`src/rtl/uv_spi_slave.sv`:
```
// uv_spi_slave: SPI mode-0 target (MSB first) that turns SPI frames into word
// read/write requests on the uv req/rsp bus. All SPI pins are oversampled in clk.
// Frame: CMD(8) ADDR(16) then write DATA(32) or read DUMMY(8)+DATA(32).
// Optional build macro UV_SPI_SLV_BURST_EN: data phase continues while cs stays
// low, with word-address auto-increment and read prefetch.
module uv_spi_slave #(
    parameter int ALEN = 12,
    parameter int DLEN = 32,
    parameter int MLEN = DLEN/8
) (
    input  logic            clk,
    input  logic            rst_n,
    input  logic            spi_sck,
    input  logic            spi_cs,
    input  logic            spi_sdi,
    output logic            spi_sdo,
    output logic            spi_oen,
    output logic            slv_req_vld,
    input  logic            slv_req_rdy,
    output logic            slv_req_read,
    output logic [ALEN-1:0] slv_req_addr,
    output logic [MLEN-1:0] slv_req_mask,
    output logic [DLEN-1:0] slv_req_data,
    input  logic            slv_rsp_vld,
    output logic            slv_rsp_rdy,
    input  logic [1:0]      slv_rsp_excp,
    input  logic [DLEN-1:0] slv_rsp_data,
    output logic            slv_err
);

`ifdef UV_SPI_SLV_BURST_EN
    localparam bit BURST = 1'b1;
`else
    localparam bit BURST = 1'b0;
`endif

    localparam logic [7:0] OP_WRITE = 8'h02;
    localparam logic [7:0] OP_READ  = 8'h03;

    typedef enum logic [2:0] {IDLE, CMD, ADDR, DUMMY, WDATA, RDATA, DONE} state_t;

    state_t          state;
    logic [2:0]      sck_q, cs_q;
    logic [1:0]      sdi_q;
    logic [5:0]      cnt, lim;
    logic [DLEN-2:0] rx_sr;
    logic [DLEN-1:0] rx_next, tx_sr, tx_buf, pend_data;
    logic [ALEN-1:0] cur_addr, pend_addr;
    logic            is_rd, tx_valid, pend, pend_read, outst, out_read, discard;
    logic            sck_rise, sck_fall, cs_rise, cs_fall, issue, underrun, kill;

    assign slv_req_mask = '1;
    assign slv_rsp_rdy  = 1'b1;
    assign spi_sdo      = tx_sr[DLEN-1];

    assign sck_rise = !cs_q[1] &&  sck_q[1] && !sck_q[2];
    assign sck_fall = !cs_q[1] && !sck_q[1] &&  sck_q[2];
    assign cs_rise  =  cs_q[1] && !cs_q[2];
    assign cs_fall  = !cs_q[1] &&  cs_q[2];
    assign rx_next  = {rx_sr, sdi_q[1]};
    assign issue    = !slv_req_vld && pend && !outst;
    // first fall of a data word with nothing loaded to send
    assign underrun = sck_fall && state == RDATA && cnt == 6'd0 && !tx_valid;
    // events after which any read still in flight belongs to no one
    assign kill     = (cs_rise && state != IDLE) || underrun;

    // bits per phase, minus one
    always_comb begin
        lim = 6'd31;
        case (state)
            CMD:     lim = 6'd7;
            ADDR:    lim = 6'd15;
            DUMMY:   lim = 6'd7;
            default: lim = 6'd31;
        endcase
    end

    // two-flop synchronizers plus a third stage for edge detection
    always_ff @(posedge clk or negedge rst_n) begin
        if (!rst_n) begin
            sck_q <= 3'b000;
            cs_q  <= 3'b111;
            sdi_q <= 2'b00;
        end else begin
            sck_q <= {sck_q[1:0], spi_sck};
            cs_q  <= {cs_q[1:0], spi_cs};
            sdi_q <= {sdi_q[0], spi_sdi};
        end
    end

    // MISO is driven only while the master expects read data
    always_ff @(posedge clk or negedge rst_n) begin
        if (!rst_n) spi_oen <= 1'b1;
        else        spi_oen <= !(state == DUMMY || state == RDATA);
    end

    // frame FSM, bus request/response tracking and shift registers
    always_ff @(posedge clk or negedge rst_n) begin
        if (!rst_n) begin
            state        <= IDLE;
            cnt          <= '0;
            rx_sr        <= '0;
            tx_sr        <= '1;
            tx_buf       <= '0;
            tx_valid     <= 1'b0;
            is_rd        <= 1'b0;
            cur_addr     <= '0;
            pend         <= 1'b0;
            pend_read    <= 1'b0;
            pend_addr    <= '0;
            pend_data    <= '0;
            outst        <= 1'b0;
            out_read     <= 1'b0;
            discard      <= 1'b0;
            slv_req_vld  <= 1'b0;
            slv_req_read <= 1'b0;
            slv_req_addr <= '0;
            slv_req_data <= '0;
            slv_err      <= 1'b0;
        end else begin
            slv_err <= (slv_rsp_vld && slv_rsp_excp != 2'b00) || underrun;

            // one request in flight: present it, hold until accepted
            if (slv_req_vld && slv_req_rdy) begin
                slv_req_vld <= 1'b0;
                outst       <= 1'b1;
                out_read    <= slv_req_read;
            end else if (issue) begin
                slv_req_vld  <= 1'b1;
                slv_req_read <= pend_read;
                slv_req_addr <= pend_addr;
                slv_req_data <= pend_data;
                pend         <= 1'b0;
            end

            // a late or orphaned read response is swallowed
            if (slv_rsp_vld) begin
                outst <= 1'b0;
                if (out_read) begin
                    discard <= 1'b0;
                    if (!discard && !kill) begin
                        tx_buf   <= slv_rsp_data;
                        tx_valid <= 1'b1;
                    end
                end
            end

            if (kill) begin
                tx_valid <= 1'b0;
                if (pend && pend_read && !issue)
                    pend <= 1'b0;
                else if ((slv_req_vld && slv_req_read) || (outst && out_read && !slv_rsp_vld) ||
                         (issue && pend_read))
                    discard <= 1'b1;
            end

            if (cs_rise && state != IDLE) begin
                state <= IDLE;
                cnt   <= '0;
                rx_sr <= '0;
                tx_sr <= '1;
            end else if (state == IDLE) begin
                if (cs_fall) begin
                    state <= CMD;
                    cnt   <= '0;
                    rx_sr <= '0;
                end
            end else if (sck_rise && state != DONE) begin
                rx_sr <= rx_next[DLEN-2:0];
                cnt   <= cnt + 6'd1;
                if (cnt == lim) begin
                    cnt <= '0;
                    case (state)
                        CMD: begin
                            is_rd <= (rx_next[7:0] == OP_READ);
                            if (rx_next[7:0] == OP_WRITE || rx_next[7:0] == OP_READ) state <= ADDR;
                            else state <= DONE;
                        end
                        ADDR: begin
                            cur_addr <= rx_next[ALEN-1:0];
                            if (is_rd) begin
                                pend      <= 1'b1;
                                pend_read <= 1'b1;
                                pend_addr <= rx_next[ALEN-1:0];
                                state     <= DUMMY;
                            end else begin
                                state <= WDATA;
                            end
                        end
                        DUMMY: state <= RDATA;
                        WDATA: begin
                            pend      <= 1'b1;
                            pend_read <= 1'b0;
                            pend_addr <= cur_addr;
                            pend_data <= rx_next;
                            cur_addr  <= cur_addr + ALEN'(1);
                            state     <= BURST ? WDATA : DONE;
                        end
                        RDATA: begin
                            if (!BURST) begin
                                state <= DONE;
                                tx_sr <= '1;
                            end
                        end
                        default: state <= DONE;
                    endcase
                end
            end else if (sck_fall && state == RDATA) begin
                if (cnt == 6'd0) begin
                    // word boundary: load response (or all ones on underrun)
                    tx_sr    <= tx_valid ? tx_buf : '1;
                    tx_valid <= 1'b0;
                    if (BURST) begin
                        pend      <= 1'b1;
                        pend_read <= 1'b1;
                        pend_addr <= cur_addr + ALEN'(1);
                        cur_addr  <= cur_addr + ALEN'(1);
                    end
                end else begin
                    tx_sr <= {tx_sr[DLEN-2:0], 1'b1};
                end
            end
        end
    end

endmodule
```
`config.mk`:
```
export PLATFORM = sky130hd
export DESIGN_NAME = uv_spi_slave
export DESIGN_NICKNAME = d
export VERILOG_FILES = /design/src/rtl/uv_spi_slave.sv
export SDC_FILE = /design/constraint.sdc
export NUM_CORES = 1
export LEC_CHECK = 0
export ABC_CLOCK_PERIOD_IN_PS = 4600
export CAP_MARGIN = 20
export CORE_ASPECT_RATIO = 1.1
export CORE_MARGIN = 4
export CORE_UTILIZATION = 60
export DETAILED_ROUTE_END_ITERATION = 6
export PLACE_DENSITY = 0.84
export SETUP_SLACK_MARGIN = 0.4
export SYNTH_ARGS = -nofsm -noshare
export SYNTH_HDL_FRONTEND = slang
export SYNTH_SLANG_ARGS = --single-unit
```
`constraint.sdc`:
```
create_clock -name clk -period 4.6 [get_ports clk]
set_input_delay 0.69 -clock clk [delete_from_list [all_inputs] [get_ports clk]]
set_output_delay 0.69 -clock clk [all_outputs]
set_load 0.01 [all_outputs]
```
==> results of run 1 <==
[final timing paths]
kind                       startpoint               to  depth (start not counted)
min reg2reg                  sck_q[0]         sck_q[1]                          0
max                            cnt[3]       tx_buf[12]                          6
min in group asynchronous       rst_n  slv_req_addr[8]                          1
max in group asynchronous       rst_n         tx_sr[5]                          2
min                          sck_q[0]         sck_q[1]                          0
max reg2reg                    cnt[3]       tx_buf[12]                          6
[cell families after synthesis]
logic type / count (synthesis) / share of synthesized area (%)
simple gates: 250 / 13.29
xor+xnor: 6 / 0.9280
other cells: 1 / 0.03863
compound gates: 130 / 9.280
flops: 223 / 57.95
fa+ha+maj: 3 / 0.3867
buf+inv: 70 / 3.209
mux: 126 / 14.92
[layout by cell type, fill, tap and decap left out, types with 7 or more instances in the layout]
master / n
sky130_fd_sc_hd__mux2_2: 114
sky130_fd_sc_hd__nor3_1: 7
sky130_fd_sc_hd__a21oi_1: 8
sky130_fd_sc_hd__dfrtp_1: 187
sky130_fd_sc_hd__nand2_1: 104
sky130_fd_sc_hd__dfstp_2: 36
sky130_fd_sc_hd__clkdlybuf4s50_1: 88
sky130_fd_sc_hd__nand4_1: 7
sky130_fd_sc_hd__inv_1: 9
sky130_fd_sc_hd__buf_4: 8
sky130_fd_sc_hd__a2bb2oi_1: 31
sky130_fd_sc_hd__nand2b_1: 7
sky130_fd_sc_hd__o21ai_0: 50
sky130_fd_sc_hd__nand3_1: 39
sky130_fd_sc_hd__nand3b_1: 32
sky130_fd_sc_hd__nor2_1: 19
sky130_fd_sc_hd__mux2_4: 9
sky130_fd_sc_hd__clkbuf_16: 23
[registers in the layout, indices dropped and copies added (netlist names), 2 cells and up]
register / flops
cnt: 6
cs_q: 3
cur_addr: 12
pend_addr: 12
pend_data: 32
rx_sr: 31
sck_q: 3
sdi_q: 2
slv_req_addr: 12
slv_req_data: 32
state: 3
tx_buf: 32
tx_sr: 32
[layout make-up]
type                    count  area share (%)
multi-input cells         520           33.28
repair buffers             99           8.768
inverters                   9          0.2952
flip-flops and latches    223           49.15
well taps                 200           2.187
clock buffers              33           5.794
clock inverters             7          0.5248
[through the flow]
step	std cells	total power, uW
final	1091	4034
after detailed placement	1050	2285
after global placement	1050	2274
after floorplan	813	2177
after global routing	1091	4178
after CTS	1090	4063
[critical path, stage by stage, from the launching register on]
cell and delay, ns:
sky130_fd_sc_hd__dfrtp_1 0.48, sky130_fd_sc_hd__nor4_1 0.33, sky130_fd_sc_hd__and2_2 0.85, sky130_fd_sc_hd__a31o_2 0.29, sky130_fd_sc_hd__nand2b_1 0.10, sky130_fd_sc_hd__buf_4 0.36
sky130_fd_sc_hd__mux2_2 0.40
[per-layer routing]
layer / wire length (um) / share of wire [%]
met1: 8697 / 42
met2: 10590 / 51
met3: 1061 / 5.1
met4: 371 / 1.8
met5: 0 / 0
[power by group through the flow]
stage	combinational [uW]	clock [uW]	sequential, uW
floorplan	151	0	2030
global placement	242	0	2030
detailed placement	251	0	2030
CTS	257	1810	2000
global route	285	1890	2000
finish	255	1780	2000
==> impl_metrics.prom, run 1 <==
# TYPE chip_impl_metric gauge
chip_impl_info{name="critical_path.endpoint_type",value="flop"} 1
chip_impl_info{name="start_kind",value="flop"} 1
chip_impl_metric{name="post_synth_instance_area",unit="sq um"} 9708
chip_impl_metric{name="grt_util_all_layers",unit="%"} 23.13
chip_impl_metric{name="reg2reg_setup_slack",unit="ns"} 1.64
chip_impl_metric{name="ys_seq_elements",unit=""} 223
chip_impl_metric{name="worst_clock_skew",unit="ns"} 0.01358
chip_impl_metric{name="cts_resized",unit=""} 0
chip_impl_metric{name="layout-drive-gt1-share",unit="%"} 25.03
chip_impl_metric{name="finalInstanceArea",unit="sq um"} 11440
chip_impl_metric{name="timing_max_transition_violations_final",unit=""} 0
chip_impl_metric{name="setup_tns",unit="ns"} 0
chip_impl_metric{name="async_reset_ff_share",unit="%"} 100.0
chip_impl_metric{name="cts.sink_count",unit=""} 223
chip_impl_metric{name="met3_usage_in_global_routing",unit="%"} 3.539
chip_impl_metric{name="grt.overflow.total",unit=""} 0
chip_impl_info{name="busiest_layer",value="met2"} 1
chip_impl_info{name="synth.most_common_cell",value="sky130_fd_sc_hd__dfrtp_1"} 1
chip_impl_metric{name="floorplan.rows",unit=""} 48
chip_impl_metric{name="route.final.wire_length",unit="um"} 20720
chip_impl_metric{name="irDropWorstVdd",unit="mV"} 0.2595
chip_impl_metric{name="ys_seq_area_share",unit="%"} 57.95
chip_impl_metric{name="multi_input_area",unit="sq um"} 3809
chip_impl_metric{name="worst_setup_margin",unit="ns"} 1.637
chip_impl_metric{name="cts_htree_levels",unit=""} 1
chip_impl_info{name="synth_top_cells_by_count",value="sky130_fd_sc_hd__dfrtp_1, sky130_fd_sc_hd__mux2_2, sky130_fd_sc_hd__nand2_1"} 1
chip_impl_metric{name="synth_edf_count",unit=""} 0
chip_impl_metric{name="slew_at_the_pin_closest_to_its_max_slew_limit",unit="ns"} 1.088
chip_impl_metric{name="met1_usage",unit="%"} 31.43
chip_impl_metric{name="synth_cell_type_count",unit=""} 60
chip_impl_metric{name="pwr-share-clk",unit="%"} 44.1
chip_impl_metric{name="grt_pass1_wl",unit="um"} 34780
chip_impl_metric{name="seq_power_share",unit="%"} 49.6
chip_impl_metric{name="maxCapViolations",unit=""} 0
chip_impl_metric{name="placedInstanceArea",unit="sq um"} 10690
chip_impl_metric{name="first_global_vias",unit=""} 6858
chip_impl_metric{name="p_sw_share",unit="%"} 22.97
chip_impl_metric{name="layout-area-overhead-vs-synth",unit="%"} 17.89
chip_impl_metric{name="post_cts_buffers",unit=""} 0
chip_impl_metric{name="dp_hpwl",unit="um"} 13030
chip_impl_metric{name="fp.dieArea",unit="sq um"} 18280
chip_impl_info{name="grt_setup_unrepaired",value="no"} 1
chip_impl_metric{name="routedWlPerCell",unit="um"} 18.99
chip_impl_metric{name="drt_pass1_iterations",unit=""} 5
chip_impl_info{name="root_buffer",value="sky130_fd_sc_hd__clkbuf_16"} 1
chip_impl_metric{name="cts_bufs_inserted",unit=""} 23
chip_impl_metric{name="final.min_clock_period",unit="ns"} 2.963
chip_impl_metric{name="fin_util",unit="%"} 72.46
chip_impl_metric{name="combinational_share_of_power",unit="%"} 6.3
chip_impl_metric{name="ctsLongestPathBuffers",unit=""} 3
chip_impl_info{name="hp-class",value="reg2reg"} 1
chip_impl_metric{name="diodes",unit=""} 0
chip_impl_metric{name="critical_path_arrival",unit="ns"} 3.34
chip_impl_metric{name="portbufs",unit=""} 89
chip_impl_info{name="yosys-top-cells-area",value="sky130_fd_sc_hd__dfrtp_1, sky130_fd_sc_hd__mux2_2, sky130_fd_sc_hd__dfstp_2"} 1
chip_impl_metric{name="synth_top_cell_area_share",unit="%"} 48.20
chip_impl_metric{name="leakagePower",unit="uW"} 0.005398
chip_impl_metric{name="chipWidth",unit="um"} 129.3
chip_impl_metric{name="internal_power",unit="uW"} 3108
chip_impl_info{name="synth_area_leader_cell",value="sky130_fd_sc_hd__dfrtp_1"} 1
chip_impl_metric{name="yosysWarningCount",unit=""} 0
chip_impl_metric{name="via_count",unit=""} 6548
chip_impl_metric{name="synth_area_per_cell",unit="sq um"} 12.00
chip_impl_metric{name="routed_via_density",unit=""} 6.002
chip_impl_metric{name="total_switching_power",unit="uW"} 926.7
chip_impl_metric{name="core_area",unit="sq um"} 15800
chip_impl_metric{name="netlist_instances",unit=""} 809
chip_impl_metric{name="gr-usage-met2",unit="%"} 38.95
chip_impl_metric{name="clock_transition_at_the_register_clock_pins_on_the_worst_setup_and_hold_paths_after_cts",unit="ns"} 0.06
chip_impl_metric{name="drt_iter0_markers",unit=""} 592
chip_impl_metric{name="gp_routability_congestion",unit=""} 0.8087
chip_impl_metric{name="nFillCells",unit=""} 1075
chip_impl_metric{name="drtAntennaViolNets",unit=""} 0
chip_impl_metric{name="finalCritPeriodShare",unit="%"} 64.40
chip_impl_metric{name="grt_start_max_net_pins",unit=""} 147
chip_impl_metric{name="worst_ep_required_time",unit="ns"} 4.97
chip_impl_info{name="cts_tree",value="built"} 1
chip_impl_metric{name="finalHoldViolations",unit=""} 0
chip_impl_metric{name="die_y",unit="um"} 141.4
chip_impl_metric{name="dpl_worst_slack",unit="ns"} 1.658
chip_impl_metric{name="design.portCount",unit=""} 95
chip_impl_metric{name="final.hold.worst_slack",unit="ns"} 0.3510
chip_impl_metric{name="worst_max_slew_margin_expressed_relative_to_the_limit",unit="%"} 27.49
chip_impl_metric{name="clkLatencyLatePin",unit="ns"} 0.50
chip_impl_metric{name="drc_errors",unit=""} 0
chip_impl_info{name="synthFlopType",value="sky130_fd_sc_hd__dfrtp_1"} 1
chip_impl_metric{name="ctsHoldBuffers",unit=""} 0
chip_impl_metric{name="setup-violations-final",unit=""} 0
chip_impl_metric{name="path_max_fanout",unit=""} 65
chip_impl_metric{name="power_per_cell_area",unit="nW/um^2"} 352.5
chip_impl_metric{name="nets",unit=""} 920
chip_impl_metric{name="ff_latch_area",unit="sq um"} 5625
chip_impl_metric{name="antenna_found_initial",unit=""} 0
chip_impl_info{name="path_class",value="reg2reg"} 1
chip_impl_info{name="run_status",value="finished clean"} 1
chip_impl_metric{name="initial_utilization",unit="%"} 61.46
chip_impl_metric{name="fmaxAchievable",unit="MHz"} 337.6
Power figures use the tool's default switching activity.
==> run 2: changes to the inputs <==
--- a/config.mk
+++ b/config.mk
@@ -5,13 +5,13 @@
 export SDC_FILE = /design/constraint.sdc
 export NUM_CORES = 1
 export LEC_CHECK = 0
-export ABC_CLOCK_PERIOD_IN_PS = 4600
+export ABC_CLOCK_PERIOD_IN_PS = 2470
 export CAP_MARGIN = 20
 export CORE_ASPECT_RATIO = 1.1
 export CORE_MARGIN = 4
-export CORE_UTILIZATION = 60
+export CORE_UTILIZATION = 52
 export DETAILED_ROUTE_END_ITERATION = 6
-export PLACE_DENSITY = 0.84
+export PLACE_DENSITY = 0.78
 export SETUP_SLACK_MARGIN = 0.4
 export SYNTH_ARGS = -nofsm -noshare
 export SYNTH_HDL_FRONTEND = slang
==> constraint.sdc (replaced) <==
create_clock -name clk -period 2.47 [get_ports clk]
set_input_delay 0.3705 -clock clk [delete_from_list [all_inputs] [get_ports clk]]
set_output_delay 0.3705 -clock clk [all_outputs]
set_load 0.01 [all_outputs]
==> impl_metrics.prom, run 2 (synthesized netlist as in run 1, its figures left out) <==
# TYPE chip_impl_metric gauge
chip_impl_metric{name="fin_util",unit="%"} 66.74
chip_impl_metric{name="floorplan.rows",unit=""} 52
chip_impl_metric{name="worstHoldPathCells",unit=""} 1
chip_impl_metric{name="cts.sink_count",unit=""} 223
chip_impl_metric{name="route.final.wire_length",unit="um"} 21750
chip_impl_metric{name="worst_max_slew_margin_expressed_relative_to_the_limit",unit="%"} 59.38
chip_impl_metric{name="grt_pass1_wl",unit="um"} 35090
chip_impl_metric{name="cts_bufs_inserted",unit=""} 24
chip_impl_metric{name="setup-violations-final",unit=""} 0
chip_impl_metric{name="total_switching_power",unit="uW"} 1787
chip_impl_metric{name="routedWlPerCell",unit="um"} 18.36
chip_impl_metric{name="drc_errors",unit=""} 0
chip_impl_metric{name="die_y",unit="um"} 151.3
chip_impl_metric{name="core_area",unit="sq um"} 18350
chip_impl_info{name="start_kind",value="flop"} 1
chip_impl_metric{name="irDropWorstVdd",unit="mV"} 0.5425
chip_impl_metric{name="grt_util_all_layers",unit="%"} 20.09
chip_impl_metric{name="design.portCount",unit=""} 95
chip_impl_metric{name="drt_pass1_iterations",unit=""} 5
chip_impl_metric{name="ctsLongestPathBuffers",unit=""} 3
chip_impl_metric{name="final.min_clock_period",unit="ns"} 2.147
chip_impl_metric{name="critical_path_arrival",unit="ns"} 2.53
chip_impl_metric{name="timing_max_transition_violations_final",unit=""} 0
chip_impl_metric{name="leakagePower",unit="uW"} 0.005760
chip_impl_info{name="layout_commonest_cell",value="sky130_fd_sc_hd__dfrtp_1"} 1
chip_impl_metric{name="portbufs",unit=""} 89
chip_impl_metric{name="slew_at_the_pin_closest_to_its_max_slew_limit",unit="ns"} 0.6093
chip_impl_metric{name="chipWidth",unit="um"} 138.3
chip_impl_metric{name="nFillCells",unit=""} 1336
chip_impl_metric{name="grt_start_max_net_pins",unit=""} 79
chip_impl_metric{name="combinational_share_of_power",unit="%"} 7.6
chip_impl_metric{name="internal_power",unit="uW"} 5921
chip_impl_metric{name="diodes",unit=""} 0
chip_impl_metric{name="layout-area-overhead-vs-synth",unit="%"} 26.14
chip_impl_info{name="cts_tree",value="built"} 1
chip_impl_metric{name="routed_via_density",unit=""} 5.712
chip_impl_metric{name="gp_routability_congestion",unit=""} 0.8636
chip_impl_metric{name="finalCritPeriodShare",unit="%"} 86.93
chip_impl_metric{name="fin_cells",unit=""} 1185
chip_impl_metric{name="fmaxAchievable",unit="MHz"} 465.7
chip_impl_metric{name="finalInstanceArea",unit="sq um"} 12250
chip_impl_metric{name="maxCapViolations",unit=""} 0
chip_impl_metric{name="first_global_vias",unit=""} 6900
chip_impl_metric{name="power_per_cell_area",unit="nW/um^2"} 629.5
chip_impl_info{name="final_cell_mix",value="sky130_fd_sc_hd__dfrtp_1, sky130_fd_sc_hd__mux2_2, sky130_fd_sc_hd__nand2_1, sky130_fd_sc_hd__clkdlybuf4s50_1, sky130_fd_sc_hd__o21ai_0"} 1
chip_impl_metric{name="p_sw_share",unit="%"} 23.18
chip_impl_metric{name="path_max_fanout",unit=""} 7
chip_impl_metric{name="fp.dieArea",unit="sq um"} 20920
chip_impl_metric{name="cts_htree_levels",unit=""} 1
chip_impl_metric{name="clock_transition_at_the_register_clock_pins_on_the_worst_setup_and_hold_paths_after_cts",unit="ns"} 0.06
chip_impl_metric{name="dp_hpwl",unit="um"} 12690
chip_impl_metric{name="worst_ep_required_time",unit="ns"} 2.85
chip_impl_metric{name="clkLatencyLatePin",unit="ns"} 0.50
chip_impl_metric{name="worst_clock_skew",unit="ns"} 0.01309
chip_impl_info{name="grt_setup_unrepaired",value="yes"} 1
chip_impl_metric{name="drt_iter0_markers",unit=""} 443
chip_impl_info{name="hp-class",value="in2reg"} 1
chip_impl_metric{name="initial_utilization",unit="%"} 52.91
chip_impl_metric{name="antenna_found_initial",unit=""} 0
chip_impl_metric{name="placedInstanceArea",unit="sq um"} 10970
chip_impl_metric{name="drtAntennaViolNets",unit=""} 0
chip_impl_metric{name="finalHoldViolations",unit=""} 0
chip_impl_metric{name="nets",unit=""} 971
chip_impl_info{name="path_class",value="reg2reg"} 1
chip_impl_metric{name="placed_cells",unit=""} 1109
chip_impl_info{name="critical_path.endpoint_type",value="flop"} 1
chip_impl_metric{name="layout-drive-gt1-share",unit="%"} 31.32
chip_impl_info{name="run_status",value="finished clean"} 1
chip_impl_metric{name="seq_power_share",unit="%"} 48.2
chip_impl_metric{name="grt.overflow.total",unit=""} 0
chip_impl_metric{name="pwr-share-clk",unit="%"} 44.2
chip_impl_metric{name="via_count",unit=""} 6769
chip_impl_info{name="root_buffer",value="sky130_fd_sc_hd__clkbuf_16"} 1
chip_impl_metric{name="setup_tns",unit="ns"} 0
chip_impl_metric{name="rr_worst_depth",unit=""} 6
[run 2: cell count changes in the layout (fill, tap and decap cells not counted), moves of 4 or more]
cell                        before  now
sky130_fd_sc_hd__buf_4           8   35
sky130_fd_sc_hd__buf_6           0    9
sky130_fd_sc_hd__clkbuf_16      23   30
sky130_fd_sc_hd__buf_12          1    7
sky130_fd_sc_hd__dfrtp_1       187  183
sky130_fd_sc_hd__dfrtp_2         0    4
[run 2: through the flow]
step / hold WS (ns) / power [uW] / setup slack, ns
6_report: 0.2770 / 7708 / 0.3229
3_5_place_dp: 0.3364 / 4302 / 0.1789
5_1_grt: 0.2555 / 8006 / 0.2591
4_1_cts: 0.2620 / 7742 / 0.3095
2_1_floorplan: 0.07491 / 4059 / 0.4094
3_3_place_gp: 0.3332 / 4298 / 0.2392
[run 2: power groups by stage]
stage / clock network [uW] / logic [uW] / registers, uW
after floorplan: 0 / 284 / 3780
after global placement: 0 / 511 / 3790
after detailed placement: 0 / 514 / 3790
after CTS: 3470 / 564 / 3710
after global routing: 3640 / 646 / 3720
final: 3410 / 586 / 3710
[run 2: what timing repair did]
item                                    4_1_cts  5_1_grt
endpoints found under the setup margin      150      118
hold endpoints to repair                     72        0
hold buffers                                  1        0
pin swaps                                     8       15
cloned                                        2        6
gates resized for setup                      23       20
setup buffers                                18        8
[run 2: path summary, 6_finish.rpt]
kind,startpoint,endpoint,slack (ns)
min in group asynchronous,rst_n,cur_addr[3],0.45
min,spi_cs,cs_q[0],0.28
min reg2reg,sdi_q[0],sdi_q[1],0.35
max,state[0],pend_addr[4],0.32
max in group asynchronous,rst_n,pend_data[27],1.27
max reg2reg,state[0],pend_addr[4],0.32
[run 2: per-layer routing]
layer | wire [um] | up-vias | track usage [%] | share of wire (%)
li1 | - | 3120 | - | -
met1 | 9340 | 3408 | 27.56 | 43
met2 | 10720 | 204 | 33.18 | 49
met3 | 1269 | 37 | 3.600 | 5.8
met4 | 427 | 0 | 5.929 | 2.0
met5 | 0 | - | 0 | 0
[run 2: final cells by class]
| type | count | area, sq um | share of cell area, % |
|---|---|---|---|
| tap | 243 | 304.0 | 2.483 |
| clock buffer | 35 | 723.2 | 5.906 |
| sequential | 223 | 5630 | 45.98 |
| inverter | 9 | 33.78 | 0.2759 |
| multi-input combinational | 521 | 3940 | 32.18 |
| timing repair buffer | 148 | 1578 | 12.88 |
| clock inverter | 6 | 36.28 | 0.2963 |
[run 2: worst max-delay path, cell delays in order, from the launching register on]
cell,delay [ns]
sky130_fd_sc_hd__dfrtp_2,0.39
sky130_fd_sc_hd__buf_6,0.13
sky130_fd_sc_hd__nand3b_1,0.12
sky130_fd_sc_hd__and3_4,0.23
sky130_fd_sc_hd__nand4_4,0.14
sky130_fd_sc_hd__or4_4,0.68
sky130_fd_sc_hd__mux2_4,0.33
==> run 3: changes to the inputs <==
--- a/config.mk
+++ b/config.mk
@@ -5,13 +5,13 @@
 export SDC_FILE = /design/constraint.sdc
 export NUM_CORES = 1
 export LEC_CHECK = 0
-export ABC_CLOCK_PERIOD_IN_PS = 2470
 export CAP_MARGIN = 20
 export CORE_ASPECT_RATIO = 1.1
 export CORE_MARGIN = 4
 export CORE_UTILIZATION = 52
 export DETAILED_ROUTE_END_ITERATION = 6
-export PLACE_DENSITY = 0.78
+export PLACE_DENSITY = 0.79
+export REMOVE_ABC_BUFFERS = 1
 export SETUP_SLACK_MARGIN = 0.4
 export SYNTH_ARGS = -nofsm -noshare
 export SYNTH_HDL_FRONTEND = slang
==> impl_metrics.prom, run 3 (synthesized netlist as in run 1, its figures left out) <==
# TYPE chip_impl_metric gauge
chip_impl_metric{name="portbufs",unit=""} 89
chip_impl_metric{name="layout-area-overhead-vs-synth",unit="%"} 23.79
chip_impl_metric{name="final.hold.worst_slack",unit="ns"} 0.2770
chip_impl_metric{name="diodes",unit=""} 0
chip_impl_metric{name="routed_via_density",unit=""} 5.664
chip_impl_metric{name="nFillCells",unit=""} 1334
chip_impl_metric{name="design.portCount",unit=""} 95
chip_impl_metric{name="chipWidth",unit="um"} 138.3
chip_impl_metric{name="first_global_vias",unit=""} 7004
chip_impl_metric{name="fmaxAchievable",unit="MHz"} 479.3
chip_impl_metric{name="gp_routability_congestion",unit=""} 0.8831
chip_impl_metric{name="worst_ep_required_time",unit="ns"} 2.87
chip_impl_info{name="cts_tree",value="built"} 1
chip_impl_info{name="root_buffer",value="sky130_fd_sc_hd__clkbuf_16"} 1
chip_impl_metric{name="p_total",unit="uW"} 7711
chip_impl_metric{name="internal_power",unit="uW"} 5915
chip_impl_metric{name="pwr-share-clk",unit="%"} 44.4
chip_impl_metric{name="finalHoldViolations",unit=""} 0
chip_impl_metric{name="slew_at_the_pin_closest_to_its_max_slew_limit",unit="ns"} 0.5730
chip_impl_metric{name="ctsLongestPathBuffers",unit=""} 3
chip_impl_metric{name="cts_htree_levels",unit=""} 1
chip_impl_metric{name="route.final.wire_length",unit="um"} 21510
chip_impl_metric{name="grt_util_all_layers",unit="%"} 19.97
chip_impl_metric{name="routedWlPerCell",unit="um"} 18.32
chip_impl_metric{name="final.min_clock_period",unit="ns"} 2.086
chip_impl_metric{name="layout-drive-gt1-share",unit="%"} 29.32
chip_impl_metric{name="p_sw_share",unit="%"} 23.29
chip_impl_metric{name="maxCapViolations",unit=""} 0
chip_impl_metric{name="setup-violations-final",unit=""} 0
chip_impl_info{name="path_class",value="reg2reg"} 1
chip_impl_metric{name="drc_errors",unit=""} 0
chip_impl_metric{name="worst_max_slew_margin_expressed_relative_to_the_limit",unit="%"} 61.80
chip_impl_metric{name="seq_power_share",unit="%"} 48.2
chip_impl_metric{name="antenna_found_initial",unit=""} 0
chip_impl_metric{name="placed_cells",unit=""} 1116
chip_impl_metric{name="fp.dieArea",unit="sq um"} 20920
chip_impl_metric{name="fin_cells",unit=""} 1174
chip_impl_info{name="grt_setup_unrepaired",value="yes"} 1
chip_impl_metric{name="combinational_share_of_power",unit="%"} 7.4
chip_impl_metric{name="floorplan.rows",unit=""} 52
chip_impl_metric{name="worst_clock_skew",unit="ns"} 0.01482
chip_impl_metric{name="die_y",unit="um"} 151.3
chip_impl_metric{name="dp_hpwl",unit="um"} 12830
chip_impl_info{name="run_status",value="finished clean"} 1
chip_impl_metric{name="via_count",unit=""} 6649
chip_impl_info{name="critical_path.endpoint_type",value="flop"} 1
chip_impl_metric{name="drt_iter0_markers",unit=""} 488
chip_impl_metric{name="critical_path_arrival",unit="ns"} 2.49
chip_impl_metric{name="clock_transition_at_the_register_clock_pins_on_the_worst_setup_and_hold_paths_after_cts",unit="ns"} 0.06
chip_impl_info{name="final_cell_mix",value="sky130_fd_sc_hd__dfrtp_1, sky130_fd_sc_hd__mux2_2, sky130_fd_sc_hd__nand2_1, sky130_fd_sc_hd__clkdlybuf4s50_1, sky130_fd_sc_hd__o21ai_0"} 1
chip_impl_metric{name="path_max_fanout",unit=""} 7
chip_impl_metric{name="setup_tns",unit="ns"} 0
chip_impl_metric{name="drtAntennaViolNets",unit=""} 0
chip_impl_metric{name="cts.sink_count",unit=""} 223
chip_impl_metric{name="core_area",unit="sq um"} 18350
chip_impl_metric{name="grt_start_max_net_pins",unit=""} 77
chip_impl_metric{name="drt_pass1_iterations",unit=""} 5
chip_impl_metric{name="fin_util",unit="%"} 65.50
chip_impl_metric{name="timing_max_transition_violations_final",unit=""} 0
chip_impl_info{name="hp-class",value="in2reg"} 1
chip_impl_metric{name="total_switching_power",unit="uW"} 1796
chip_impl_metric{name="cts_bufs_inserted",unit=""} 24
chip_impl_metric{name="power_per_cell_area",unit="nW/um^2"} 641.6
chip_impl_metric{name="clkLatencyLatePin",unit="ns"} 0.52
chip_impl_metric{name="nets",unit=""} 959
chip_impl_metric{name="irDropWorstVdd",unit="mV"} 0.6247
chip_impl_metric{name="finalCritPeriodShare",unit="%"} 84.46
chip_impl_metric{name="initial_utilization",unit="%"} 52.91
chip_impl_info{name="start_kind",value="flop"} 1
chip_impl_metric{name="leakagePower",unit="uW"} 0.005646
chip_impl_info{name="layout_commonest_cell",value="sky130_fd_sc_hd__dfrtp_1"} 1
chip_impl_metric{name="grt.overflow.total",unit=""} 0
chip_impl_metric{name="grt_pass1_wl",unit="um"} 35040
run 3: changes by cell type in the layout (fill, tap and decap cells not counted), sizes merged:
cell | previous run | this run
buf | 54 | 44
inv | 10 | 9
clkbuf | 40 | 41
clkinv | 5 | 4
run 3: worst paths after layout:
path                       startpoint            end  slack, ns  cells past startpoint
setup reg to reg             state[0]   pend_addr[4]       0.38                      6
hold / removal                 spi_cs        cs_q[0]       0.28                      1
min in group asynchronous       rst_n      tx_buf[5]       0.43                      2
setup / recovery             state[0]   pend_addr[4]       0.38                      6
max in group asynchronous       rst_n  pend_data[26]       1.32                      3
hold reg to reg              sck_q[0]       sck_q[1]       0.35                      0
run 3: layout make-up:
type | instances | area, sq um | share of cell area (%)
tap | 243 | 304.0 | 2.530
clock buffer | 38 | 733.2 | 6.101
multi-input combinational | 521 | 3892 | 32.39
clock inverter | 4 | 31.28 | 0.2603
timing repair buffer | 136 | 1394 | 11.60
sequential | 223 | 5629 | 46.84
inverter | 9 | 33.78 | 0.2811
run 3: layer usage:
layer | vias up | wire length (um) | GRT usage [%]
met4 | 0 | 433 | 6.126
met5 | - | 0 | 0
met1 | 3341 | 9159 | 25.35
met2 | 197 | 10670 | 34.59
met3 | 35 | 1241 | 4.357
li1 | 3076 | - | -
run 3: metrics by stage:
step | setup slack [ns] | instance area [sq um]
after floorplan | -2.081 | 9445
after global placement | 0.1610 | 10980
after detailed placement | 0.1831 | 10980
after CTS | 0.3852 | 11860
after global routing | 0.3322 | 12020
final | 0.3837 | 12020
run 3: power by group through the flow:
stage | Sequential (uW) | Combinational [uW] | Clock [uW]
floorplan | 3780 | 236 | 0
global placement | 3780 | 516 | 0
detailed placement | 3780 | 520 | 0
CTS | 3710 | 562 | 3510
global route | 3720 | 633 | 3660
finish | 3710 | 573 | 3420
run 3: repair_timing:
action / in CTS / in global routing
hold buffers: 1 / 0
setup buffers: 9 / 1
hold endpoints to repair: 40 / 0
gates cloned: 1 / 4
resized for setup: 10 / 19
pin swaps: 5 / 4
setup endpoints to repair: 98 / 129
run 3: worst max-delay path, stage by stage, from the launching register on:
cell and delay, ns:
sky130_fd_sc_hd__dfrtp_2 0.41, sky130_fd_sc_hd__buf_6 0.15, sky130_fd_sc_hd__o21bai_4 0.17, sky130_fd_sc_hd__xnor2_4 0.16
sky130_fd_sc_hd__nand4_4 0.13, sky130_fd_sc_hd__or4_4 0.64, sky130_fd_sc_hd__mux2_4 0.33
